<file path="config.mk">
export PLATFORM = sky130hd
export DESIGN_NAME = multicycle_control_flat
export DESIGN_NICKNAME = d
export VERILOG_FILES = /design/src/rtl/multicycle_control_if.sv /design/src/rtl/multicycle_control.sv /design/src/flat_wrapper.sv
export SDC_FILE = /design/constraint.sdc
export NUM_CORES = 1
export LEC_CHECK = 0
export CAP_MARGIN = 10
export CORE_UTILIZATION = 40
export CTS_CLUSTER_SIZE = 20
export DETAILED_ROUTE_END_ITERATION = 8
export PLACE_DENSITY_LB_ADDON = 0.2
export REMOVE_ABC_BUFFERS = 1
export SLEW_MARGIN = 25
export SYNTH_ARGS = -nofsm -noshare
export SYNTH_HDL_FRONTEND = slang
export SYNTH_SLANG_ARGS = --single-unit
</file>
<file path="constraint.sdc">
create_clock -name clk -period 3.2 [get_ports clk]
set_clock_uncertainty 0.15 [all_clocks]
set_input_delay 0.32 -clock clk [delete_from_list [all_inputs] [get_ports clk]]
set_output_delay 0.32 -clock clk [all_outputs]
set_load 0.1 [all_outputs]
</file>
<file path="src/rtl/multicycle_control_if.sv">
// Control bundle between the multi-cycle controller and the datapath.
// The master side is the controller; the slave side is the instruction register / datapath.
interface multicycle_control_if;
  logic [5:0] opcode;
  logic [5:0] funct;
  logic       zero;
  logic       pc_write;
  logic       i_or_d;
  logic       mem_read;
  logic       mem_write;
  logic       ir_write;
  logic       reg_write;
  logic       reg_dst;
  logic       mem_to_reg;
  logic       alu_src_a;
  logic [1:0] alu_src_b;
  logic [1:0] pc_source;
  logic [3:0] alu_control;
  logic       illegal_op;
  logic [3:0] state;

  modport master (
    input  opcode, funct, zero,
    output pc_write, i_or_d, mem_read, mem_write, ir_write, reg_write, reg_dst,
           mem_to_reg, alu_src_a, alu_src_b, pc_source, alu_control, illegal_op, state
  );

  modport slave (
    output opcode, funct, zero,
    input  pc_write, i_or_d, mem_read, mem_write, ir_write, reg_write, reg_dst,
           mem_to_reg, alu_src_a, alu_src_b, pc_source, alu_control, illegal_op, state
  );
endinterface

</file>
<file path="src/rtl/multicycle_control.sv">
// Main control FSM of the multi-cycle CPU: only the state is registered, controls decode from state.
// Optional macro MC_IMM_ALU_EN adds addi/slti through the I_EXEC/I_WB states.
module multicycle_control (
  input  logic                 clk,
  input  logic                 rst,
  multicycle_control_if.master bus
);

  typedef enum logic [3:0] {
    S_FETCH     = 4'd0,
    S_DECODE    = 4'd1,
    S_MEM_ADDR  = 4'd2,
    S_MEM_READ  = 4'd3,
    S_MEM_WB    = 4'd4,
    S_MEM_WRITE = 4'd5,
    S_R_EXEC    = 4'd6,
    S_R_WB      = 4'd7,
    S_BRANCH    = 4'd8,
    S_JUMP      = 4'd9,
    S_I_EXEC    = 4'd10,
    S_I_WB      = 4'd11
  } state_t;

  localparam logic [5:0] OP_RTYPE = 6'b000000;
  localparam logic [5:0] OP_LW    = 6'b100011;
  localparam logic [5:0] OP_SW    = 6'b101011;
  localparam logic [5:0] OP_BEQ   = 6'b000100;
  localparam logic [5:0] OP_J     = 6'b000010;
  localparam logic [5:0] OP_ADDI  = 6'b001000;
  localparam logic [5:0] OP_SLTI  = 6'b001010;

  localparam logic [3:0] ALU_AND = 4'b0000;
  localparam logic [3:0] ALU_OR  = 4'b0001;
  localparam logic [3:0] ALU_ADD = 4'b0010;
  localparam logic [3:0] ALU_SUB = 4'b0110;
  localparam logic [3:0] ALU_SLT = 4'b0111;
  localparam logic [3:0] ALU_NOR = 4'b1100;

  state_t     state_q, state_d;
  logic [3:0] alu_r;
  logic       funct_ok;

  always_comb begin
    funct_ok = 1'b1;
    case (bus.funct)
      6'b100000: alu_r = ALU_ADD;
      6'b100010: alu_r = ALU_SUB;
      6'b100100: alu_r = ALU_AND;
      6'b100101: alu_r = ALU_OR;
      6'b101010: alu_r = ALU_SLT;
      6'b100111: alu_r = ALU_NOR;
      default: begin
        alu_r    = ALU_ADD;
        funct_ok = 1'b0;
      end
    endcase
  end

  always_comb begin
    state_d = S_FETCH;
    case (state_q)
      S_FETCH:  state_d = S_DECODE;
      S_DECODE: begin
        case (bus.opcode)
          OP_RTYPE:     state_d = S_R_EXEC;
          OP_LW, OP_SW: state_d = S_MEM_ADDR;
          OP_BEQ:       state_d = S_BRANCH;
          OP_J:         state_d = S_JUMP;
`ifdef MC_IMM_ALU_EN
          OP_ADDI, OP_SLTI: state_d = S_I_EXEC;
`endif
          default:      state_d = S_FETCH;
        endcase
      end
      S_MEM_ADDR: state_d = (bus.opcode == OP_LW) ? S_MEM_READ : S_MEM_WRITE;
      S_MEM_READ: state_d = S_MEM_WB;
      S_R_EXEC:   state_d = S_R_WB;
      S_I_EXEC:   state_d = S_I_WB;
      default:    state_d = S_FETCH;
    endcase
  end

  always_ff @(posedge clk or posedge rst) begin
    if (rst) begin
      state_q <= S_FETCH;
    end else begin
      state_q <= state_d;
    end
  end

  // DECODE falls back to FETCH for exactly the opcodes it does not route elsewhere.
  logic decode_illegal;
  assign decode_illegal = (state_q == S_DECODE) && (state_d == S_FETCH);

  logic       pc_write_w, i_or_d_w, mem_read_w, mem_write_w, ir_write_w;
  logic       reg_write_w, reg_dst_w, mem_to_reg_w, alu_src_a_w, illegal_w;
  logic [1:0] alu_src_b_w, pc_source_w;
  logic [3:0] alu_control_w;

  always_comb begin
    pc_write_w    = 1'b0;
    i_or_d_w      = 1'b0;
    mem_read_w    = 1'b0;
    mem_write_w   = 1'b0;
    ir_write_w    = 1'b0;
    reg_write_w   = 1'b0;
    reg_dst_w     = 1'b0;
    mem_to_reg_w  = 1'b0;
    alu_src_a_w   = 1'b0;
    alu_src_b_w   = 2'b00;
    pc_source_w   = 2'b00;
    alu_control_w = ALU_ADD;
    illegal_w     = 1'b0;
    case (state_q)
      S_FETCH: begin
        mem_read_w  = 1'b1;
        ir_write_w  = 1'b1;
        pc_write_w  = 1'b1;
        alu_src_b_w = 2'b01;
      end
      S_DECODE: begin
        alu_src_b_w = 2'b11;
        illegal_w   = decode_illegal;
      end
      S_MEM_ADDR: begin
        alu_src_a_w = 1'b1;
        alu_src_b_w = 2'b10;
      end
      S_MEM_READ: begin
        mem_read_w = 1'b1;
        i_or_d_w   = 1'b1;
      end
      S_MEM_WB: begin
        reg_write_w  = 1'b1;
        mem_to_reg_w = 1'b1;
      end
      S_MEM_WRITE: begin
        mem_write_w = 1'b1;
        i_or_d_w    = 1'b1;
      end
      S_R_EXEC: begin
        alu_src_a_w   = 1'b1;
        alu_control_w = alu_r;
      end
      S_R_WB: begin
        reg_write_w = funct_ok;
        reg_dst_w   = 1'b1;
        illegal_w   = ~funct_ok;
      end
      S_BRANCH: begin
        alu_src_a_w   = 1'b1;
        alu_control_w = ALU_SUB;
        pc_source_w   = 2'b01;
        pc_write_w    = bus.zero;
      end
      S_JUMP: begin
        pc_source_w = 2'b10;
        pc_write_w  = 1'b1;
      end
      S_I_EXEC: begin
        alu_src_a_w   = 1'b1;
        alu_src_b_w   = 2'b10;
        alu_control_w = (bus.opcode == OP_SLTI) ? ALU_SLT : ALU_ADD;
      end
      S_I_WB: reg_write_w = 1'b1;
      default: ;
    endcase
    // Reset must silence every strobe immediately, not just after the state register clears.
    if (rst) begin
      pc_write_w    = 1'b0;
      i_or_d_w      = 1'b0;
      mem_read_w    = 1'b0;
      mem_write_w   = 1'b0;
      ir_write_w    = 1'b0;
      reg_write_w   = 1'b0;
      reg_dst_w     = 1'b0;
      mem_to_reg_w  = 1'b0;
      alu_src_a_w   = 1'b0;
      alu_src_b_w   = 2'b00;
      pc_source_w   = 2'b00;
      alu_control_w = ALU_ADD;
      illegal_w     = 1'b0;
    end
  end

  assign bus.pc_write    = pc_write_w;
  assign bus.i_or_d      = i_or_d_w;
  assign bus.mem_read    = mem_read_w;
  assign bus.mem_write   = mem_write_w;
  assign bus.ir_write    = ir_write_w;
  assign bus.reg_write   = reg_write_w;
  assign bus.reg_dst     = reg_dst_w;
  assign bus.mem_to_reg  = mem_to_reg_w;
  assign bus.alu_src_a   = alu_src_a_w;
  assign bus.alu_src_b   = alu_src_b_w;
  assign bus.pc_source   = pc_source_w;
  assign bus.alu_control = alu_control_w;
  assign bus.illegal_op  = illegal_w;
  assign bus.state       = rst ? 4'd0 : state_q;

endmodule

</file>
<file path="src/flat_wrapper.sv">
// flat-port wrapper written by rule: the top's interface ports become plain ports
module multicycle_control_flat 
  (clk, rst, bus_opcode, bus_funct, bus_zero, bus_pc_write, bus_i_or_d, bus_mem_read, bus_mem_write, bus_ir_write, bus_reg_write, bus_reg_dst, bus_mem_to_reg, bus_alu_src_a, bus_alu_src_b, bus_pc_source, bus_alu_control, bus_illegal_op, bus_state);
  multicycle_control_if bus_i ();
  input  logic clk;
  input  logic rst;
  input wire logic [$bits(bus_i.opcode)-1:0] bus_opcode;
  input wire logic [$bits(bus_i.funct)-1:0] bus_funct;
  input wire logic [$bits(bus_i.zero)-1:0] bus_zero;
  output wire logic [$bits(bus_i.pc_write)-1:0] bus_pc_write;
  output wire logic [$bits(bus_i.i_or_d)-1:0] bus_i_or_d;
  output wire logic [$bits(bus_i.mem_read)-1:0] bus_mem_read;
  output wire logic [$bits(bus_i.mem_write)-1:0] bus_mem_write;
  output wire logic [$bits(bus_i.ir_write)-1:0] bus_ir_write;
  output wire logic [$bits(bus_i.reg_write)-1:0] bus_reg_write;
  output wire logic [$bits(bus_i.reg_dst)-1:0] bus_reg_dst;
  output wire logic [$bits(bus_i.mem_to_reg)-1:0] bus_mem_to_reg;
  output wire logic [$bits(bus_i.alu_src_a)-1:0] bus_alu_src_a;
  output wire logic [$bits(bus_i.alu_src_b)-1:0] bus_alu_src_b;
  output wire logic [$bits(bus_i.pc_source)-1:0] bus_pc_source;
  output wire logic [$bits(bus_i.alu_control)-1:0] bus_alu_control;
  output wire logic [$bits(bus_i.illegal_op)-1:0] bus_illegal_op;
  output wire logic [$bits(bus_i.state)-1:0] bus_state;
  assign bus_i.opcode = bus_opcode;
  assign bus_i.funct = bus_funct;
  assign bus_i.zero = bus_zero;
  assign bus_pc_write = bus_i.pc_write;
  assign bus_i_or_d = bus_i.i_or_d;
  assign bus_mem_read = bus_i.mem_read;
  assign bus_mem_write = bus_i.mem_write;
  assign bus_ir_write = bus_i.ir_write;
  assign bus_reg_write = bus_i.reg_write;
  assign bus_reg_dst = bus_i.reg_dst;
  assign bus_mem_to_reg = bus_i.mem_to_reg;
  assign bus_alu_src_a = bus_i.alu_src_a;
  assign bus_alu_src_b = bus_i.alu_src_b;
  assign bus_pc_source = bus_i.pc_source;
  assign bus_alu_control = bus_i.alu_control;
  assign bus_illegal_op = bus_i.illegal_op;
  assign bus_state = bus_i.state;
  multicycle_control u_core (.clk(clk), .rst(rst), .bus(bus_i));
endmodule
</file>
# Yosys cells after proc, flatten, opt, wreduce, memory -nomap -nowiden
# Index checks and enable logic that the tools add are counted.
[op_classes]
muxes = 33
n_eq_ne = 22
reduce_logical = 12
n_bitwise = 1
[ops]
columns = ["operator", "n"]
rows = [
  ["6-bit == test, second input constant", 8],
  ["4-bit one-hot mux with 6 select lines", 1],
  ["4-bit one-hot mux with 5 select lines", 1],
  ["1-bit 2-to-1 mux", 18],
  ["4-bit by 3-bit == test with 1-bit output, second input constant", 4],
  ["4-bit == test, second input constant", 4],
  ["4-bit one-hot mux with 4 select lines", 1],
  ["4-bit one-hot mux with 3 select lines", 1],
  ["2-bit OR reduction", 6],
  ["4-bit by 2-bit == test with 1-bit output, second input constant", 2],
  ["4-bit logical NOT", 2],
  ["4-bit 2-to-1 mux", 2],
  ["6-bit by 2-bit == test with 1-bit output, second input constant", 1],
  ["6-bit by 3-bit == test with 1-bit output, second input constant", 1],
  ["6-bit by 4-bit == test with 1-bit output, second input constant", 1],
  ["6-bit logical NOT", 1],
  ["3-bit 2-to-1 mux", 2],
  ["1-bit one-hot mux with 2 select lines", 3],
  ["2-bit one-hot mux with 3 select lines", 1],
  ["6-bit OR reduction", 1],
  ["4-bit by 1-bit == test with 1-bit output, second input constant", 1],
  ["2-bit 2-to-1 mux", 2],
  ["2-bit one-hot mux with 2 select lines", 1],
  ["4-bit OR reduction", 1],
  ["2 further kinds", 2],
]
[totals]
inputBits = 15
reg_bits = 4

# Logic depth before layout (Yosys ltp)
[depth]
depth_word = 8
depth_mapped = 5
ltp_nobuf = 4

# Worst setup path before layout
# Ideal clock, no wire load.
[synth_timing]
path_kind = "flip-flop to output port"
start = "register u_core.state_q[3]"
end = "output port bus_alu_src_a"
arrival_ns = 5.367
path_stages_with_launch = 4
path_buffers = 1
slack_ns = -2.637
path_cell_list = "dfrtp_1 -> clkbuf_1 -> nor2_1 -> a2111oi_0"
[synth_between]
elab_chain_cells = 4
elab_cells_between_ends = 7
classes_between = "4 x eq/ne; 2 x mux; 1 x reduce/logical"
[synth_rtl]
columns = ["item", "line", "rtl"]
rows = [
  ["from (decl)", "multicycle_control.sv:39", "state_t state_q, state_d;"],
  ["from (signal assigned)", "multicycle_control.sv:87", "state_q <= state_d;"],
  ["4-bit by 2-bit == test with 1-bit output, or another cell as far along", "multicycle_control.sv:114", "case (state_q)"],
  ["4-bit OR reduction (no line) (*)", "n/a", ""],
  ["1-bit 2-to-1 mux (*)", "multicycle_control.sv:114", ""],
  ["1-bit 2-to-1 mux (*)", "multicycle_control.sv:169", "if (rst) begin"],
  ["to (decl)", "flat_wrapper.sv:18", "output wire logic [$bits(bus_i.alu_src_a)-1:0] bus_alu_src_a;"],
]
# Mark *: on every way between the ends. The rest lies on a longest branch, timed or not.

# Worst setup path after layout
[layout_timing]
start = "input port bus_opcode[1]"
end = "output port bus_alu_control[2]"
[layout_between]
elab_chain_cells = 4
[layout_rtl]
columns = ["item", "line", "rtl"]
rows = [
  ["from (decl)", "flat_wrapper.sv:7", "input wire logic [$bits(bus_i.opcode)-1:0] bus_opcode;"],
  ["6-bit by 4-bit == test with 1-bit output", "multicycle_control.sv:163", "alu_control_w = (bus.opcode == OP_SLTI) ? ALU_SLT : ALU_ADD;"],
  ["3-bit 2-to-1 mux", "multicycle_control.sv:163", ""],
  ["4-bit one-hot mux with 3 select lines", "multicycle_control.sv:114", ""],
  ["4-bit 2-to-1 mux", "multicycle_control.sv:169", ""],
  ["to (decl)", "flat_wrapper.sv:21", "output wire logic [$bits(bus_i.alu_control)-1:0] bus_alu_control;"],
]
# No other way between the ends.

==> summary.txt <==
Run status
  – Status: completed

Die
  – Die height: between 40 and 50 µm
  – Initial Util: between 40% and 50%
  – Cell Rows: 13
  – Chip Width: 41.6 µm
  – Core area: between 1000 and 1500 µm²
  – I/O pins: 37
  – Die ar.: ~1700 µm²

Clock network
  – Hold Buf Count CTS: 0
  – Max Buffers Root-to-Sink: 2
  – Clk sinks: 4
  – TritonCTS Buffers: 3
  – Latest clock arrival within the worst-skew pair: approximately 0.23 ns
  – TritonCTS clock tree: yes
  – CTS H-tree lvls: 1
  – CTS clk-pin slew, worst paths: 0.04 ns
  – CTS Root Cell: clkbuf_4
  – Post-CTS sizing: 0
  – Setup Buffers After CTS: 0

Logic synthesis
  – Ranking of synthesized cells by area: dfrtp_1, nor3_1, nor2_1
  – Yosys reg bits: 4
  – Area leader, netlist: dfrtp_1
  – Sequential share of the synthesized area: 16.0%
  – Post-synth EDFFs: 0
  – Prevailing post-synth register cell: dfrtp_1
  – Synth cell types: 38
  – Cell count after synthesis: between 90 and 100
  – Mapped Area: about 630 µm²
  – Post-synth top area share: 16.0%
  – Synth Warn #: 0
  – Async SR Flop Fraction: between 90% and 100%
  – Mapped Avg Cell Area: 6.81 µm²

STA
  – Max_slew headroom: a little under half
  – Pins Over Slew Limit: 0
  – Post-route minimum period: ~2.7 ns
  – Fin crit share: between 80% and 90%
  – Unrepaired setup endpoints after global routing: false
  – Sum of negative setup slack: 0 ns
  – Fmax: 0.375 GHz
  – Final setup violation count: 0
  – Fin. Hold Viols: 0
  – Worst slew pin tran: between 0.7 and 0.8 ns
  – Worst hold slack: 0.180 ns

Place
  – Dpl hpwl: around 1500 µm
  – Routability cong.: around 0.85
  – Dpl cells: between 100 and 150
  – IO Port Bufs: 36

Cells and area
  – Layout cell share with drive strength beyond 1: between 20% and 30%
  – Fin util: 76.7%
  – Nets: 144
  – # diodes: 0
  – Area growth, synth to finish: 69.3%
  – Most flop-heavy register: u_core.state_q
  – Top Registers: u_core.state_q: 4 flops
  – Non-filler cells, final: approximately 140
  – Max FFs per register: 4

Flow run
  – Max-cap violations: 0

Critical path
  – Top delay family on crit path: buffers and inverters
  – CP required: 2.73 ns
  – Slowest CP cell: clkdlybuf4s50_1
  – WP buf/inv: 2
  – Crit-path cells: clkdlybuf4s50_1 > nor4b_1 > nand3b_1 > a21o_1 > a211oi_1 > buf_12
  – Worst Setup End Kind: primary output
  – CP peak stage delay: ~0.52 ns
  – Worst-path fanout max: 4
  – Critical path type: input pin to primary output
  – Startpoint Class: input pin
  – CP Data Arrival Time: around 2.2 ns

GRT
  – Initial antenna violation count: 0
  – First-pass GRT wire length: around 3300 µm
  – Pin count of the biggest net entering global routing: 17
  – Vias in the first global route: 762
  – All-Layer GR Usage: 23.6%
  – Gr ovfl total: 0

Routing
  – DRC Markers: 0
  – TritonRoute pass-1 iters: 4
  – Drt via density: roughly 5.8
  – Routed via count: between 800 and 900
  – Routed wire length: about 2000 µm
  – 1st-iter DRT viols: 13
  – WL per Instance: about 14 µm
  – Post-DRT Antenna Nets: 0

Hold path
  – Worst hold-check path type: input pin to async pin

Power
  – Power Dens Cells: 505 nW/µm²
  – Max VDD drop: ~0.24 mV
  – Total power: about 540 µW
  – Leak: approximately 0.42 nW
==> cells in the final DEF (no fill, tap or decap) <==
cell	synthesis	routed
a2111oi_0	2	2
a211o_1	1	1
a211oi_1	1	1
a21boi_0	1	1
a21o_1	1	1
a21oi_1	3	3
a221o_1	1	1
a31o_1	1	1
a31oi_1	1	1
and3_1	1	1
and4b_1	1	1
buf_12	0	8
buf_4	0	15
clkbuf_4	0	3
clkdlybuf4s50_1	0	14
dfrtp_1	4	4
inv_1	4	4
nand2_1	5	5
nand2b_1	4	4
nand2b_2	1	1
nand3_1	1	1
nand3b_1	2	2
nand4_1	2	2
nand4b_1	2	2
nor2_1	9	9
nor2b_1	5	5
nor3_1	10	10
nor3b_1	2	2
nor4_1	3	3
nor4b_1	2	2
nor4bb_1	1	1
o21a_1	2	2
o21ai_0	5	5
o31a_1	1	1
o32ai_1	1	1
or2_2	2	2
or3_1	2	2
or4_1	1	1
xnor2_1	1	1
xor2_1	1	1
==> kinds of logic after synthesis <==
| logic type | after synthesis | synth area share (%) |
|---|---|---|
| simple gates | 56 | 52.3 |
| compound gates | 21 | 23.4 |
| buf+inv | 9 | 5.59 |
| flops | 4 | 16.0 |
| xor+xnor | 2 | 2.79 |
==> synth_stat cells (all sizes together) (2+ instances only) <==
master   count
inv          4
nand2        5
nand4        2
a2111oi      2
dfrtp        4
nor2         9
nand2b       5
nor3b        2
clkbuf       4
or2          2
or3          2
nor4         3
a21oi        3
nand3b       2
nor3        10
o21a         2
nor2b        5
nand4b       2
nor4b        2
o21ai        5
==> worst register-to-register path, stage by stage, from the launching register on <==
cell,delay [ns]
dfrtp_1,0.67
nand2b_2,0.19
or4_1,0.49
a31oi_1,0.25
a31o_1,0.14
==> worst paths after layout <==
path                                   start                 end  slack [ns]  cells past startpoint
min in group clk           u_core.state_q[3]   u_core.state_q[2]        0.55                      1
hold reg to reg            u_core.state_q[3]   u_core.state_q[2]        0.55                      1
setup / recovery               bus_opcode[1]  bus_alu_control[2]        0.53                      6
max in group asynchronous                rst   u_core.state_q[1]        2.53                      2
hold / removal                           rst   u_core.state_q[0]        0.18                      2
setup reg to reg           u_core.state_q[1]   u_core.state_q[1]        1.26                      4
==> stage by stage <==
stage / area [µm²] / worst slack (ns)
2_1_floorplan: 607 / -2.64
3_3_place_gp: 1040 / 0.601
3_5_place_dp: 1040 / 0.553
4_1_cts: 1060 / 0.535
5_1_grt: 1060 / 0.394
6_report: 1060 / 0.531
==> final cells by class <==
cell class	instances	area (µm²)
fillers	112	322
multi-input cells	79	492
repair buffers	37	413
flip-flops and latches	4	100
clock buffers	3	22.5
well taps	15	18.8
inverters	4	15.0
==> per-layer routing <==
metal | wire length (µm) | track usage, % | share of wire (%)
met1 | 868 | 29.7 | 44
met2 | 1050 | 42.5 | 53
met3 | 75 | 0 | 3.8
met4 | 0 | 9.68 | 0
met5 | 0 | 0 | 0
==> power by group <==
part | internal [mW] | switching [mW]
Clock | 0.0419 | 0.0202
Combinational | 0.116 | 0.266
Sequential | 0.0583 | 0.0324
Total | 0.216 | 0.319
Note: power is estimated with default switching activity, not from simulation.
==> patch, RTL diff (same flow settings) <==
Add a define of `MC_IMM_ALU_EN`.
--- a/src/rtl/multicycle_control.sv
+++ b/src/rtl/multicycle_control.sv
@@ -1,5 +1,7 @@
 // Main control FSM of the multi-cycle CPU: only the state is registered, controls decode from state.
 // Optional macro MC_IMM_ALU_EN adds addi/slti through the I_EXEC/I_WB states.
+`define MC_IMM_ALU_EN
+
 module multicycle_control (
   input  logic                 clk,
   input  logic                 rst,
Formal check against the unedited RTL: not equivalent (a bounded check fails within 4 cycles, from zero or initial values and one cycle with rst high).
==> patch against the unedited design <==
  * The run now ends with design-rule violations left
  * Hold slack improved by 8.8 ps
  * Sequential cell count did not move
  * Synthesized cell count rose by 17%
  * Synthesized area rose by 9.8%
  * Power rose by 6.3%
  * Clock power fell by 3%
  * Via count rose by 10%
  * Cell area rose by 0.83%
  * Wire length fell by 3.5%
  * Setup slack improved by 12 ps
  * Sequential power rose by 14%
  * Largest power group unchanged
==> patch: results (changes against the unedited design) <==
[critical_path]
worstReg2RegStart=u_core.state_q[0]
reg2regPathDepth=3  ; -1
slowest_delay_ps=680  ; +160 ps
regToRegSetupSlack_ps=1420  ; +160 ps
r2r_end=u_core.state_q[2]
path_max_fanout=18  ; +14
path_delay_family=flip-flops
cpMaxStageDelayCell=dfrtp_1
crit_start=u_core.state_q[1]

[clocking]
cts_setup_buffers=0  ; unchanged
cts_resized=0  ; unchanged
clk_pin_slew_ps=30

[logic_synthesis]
synth_xor_area_share_pct=1.27  ; -1.5 points
synthTopCellsByCount=nor2_1 (13), nor3_1 (9), nand2b_1 (8)
syn_area_per_cell_um2=6.37  ; -6.5%
muxShareOfSynthArea_pct=0  ; unchanged
synth_cell_type_count=37  ; -2.6%
synthArstFlopShare_pct=100  ; unchanged
synthAdderAreaFrac_pct=1.45  ; +1.5 points
synth_compound_area_share_pct=23.3  ; -0.081 points
post-synth-top-count-cell=nor2_1
ys_top_cells_by_area=dfrtp_1 (15%), nand2b_1 (7.3%), nor2_1 (7.1%), nor3_1 (6.5%), nor2b_1 (5.5%)
yosysSeqAreaShare_pct=14.5  ; -1.4 points

[grt]
grt_pass1_wl_um=3090  ; -5.5%
grt_max_degree=21  ; +4
grt_pass1_vias=714  ; -6.3%
grt_util_all_layers_pct=21.2  ; -2.5 points

[detailed_routing]
route.detailed.drc=6  ; +6
wl_per_cell_um=12.3  ; -12%
dr.pass1.iters=6  ; +2
dr.first_iter.drc_count=36  ; +23
routed_via_density=5.82  ; +0.55%
drt-total-wl_um=1920  ; -3.5%

[placed_design]
place_congestion=0.772  ; -9.3%
dp_slack_ps=587  ; +34.0 ps
placed_cells=153  ; +10%
place_area_um2=1050  ; +0.84%
dp_hpwl_um=1500  ; -2.1%

[power_and_ir_drop]
internal_power_uw=217  ; +0.28%
leakage_nw=0.444  ; +5.9%
p_clk_uw=60.4  ; -3%
combPwrFrac_pct=71.3  ; -0.2 points
ir_drop_mv=0.370  ; +56%
power_density_nw_per_um2=532  ; +5.4%

[sta]
finalWorstSetupSlack_ps=543  ; +11.5 ps
whs_ps=189  ; +8.84 ps
relSlewSlack_pct=60.8  ; +15 points

[outcome]
violations=design-rule violations
status=complete, but fails checks

[cells_and_area]
drive_above_1_share_pct=21.4  ; -1.4 points
nets=157  ; +9.0%

[patch: worst min path at each step]
stage,start,to,cells past startpoint
global route,rst,u_core.state_q[2],2
finish,rst,u_core.state_q[2],2
CTS,rst,u_core.state_q[2],2
global placement,rst,u_core.state_q[3],2
floorplan,rst,u_core.state_q[0],1
detailed placement,rst,u_core.state_q[3],2
[patch: routing by layer]
| metal | up-vias | global-route usage [%] | share of wire, % |
|---|---|---|---|
| met5 | - | 0 | 0 |
| met3 | 2 | 3.75 | 7.3 |
| met1 | 401 | 28.2 | 42 |
| met2 | 44 | 35.2 | 50 |
| met4 | 0 | 5.63 | 0.42 |
| li1 | 461 | - | - |
[patch: area by class of cell]
type,count,area (um2)
clock buffers,3,22.5
fillers,150,489
inverters,7,26.3
multi-input cells,89,526
flip-flops and latches,4,100
well taps,16,20.0
repair buffers,37,375
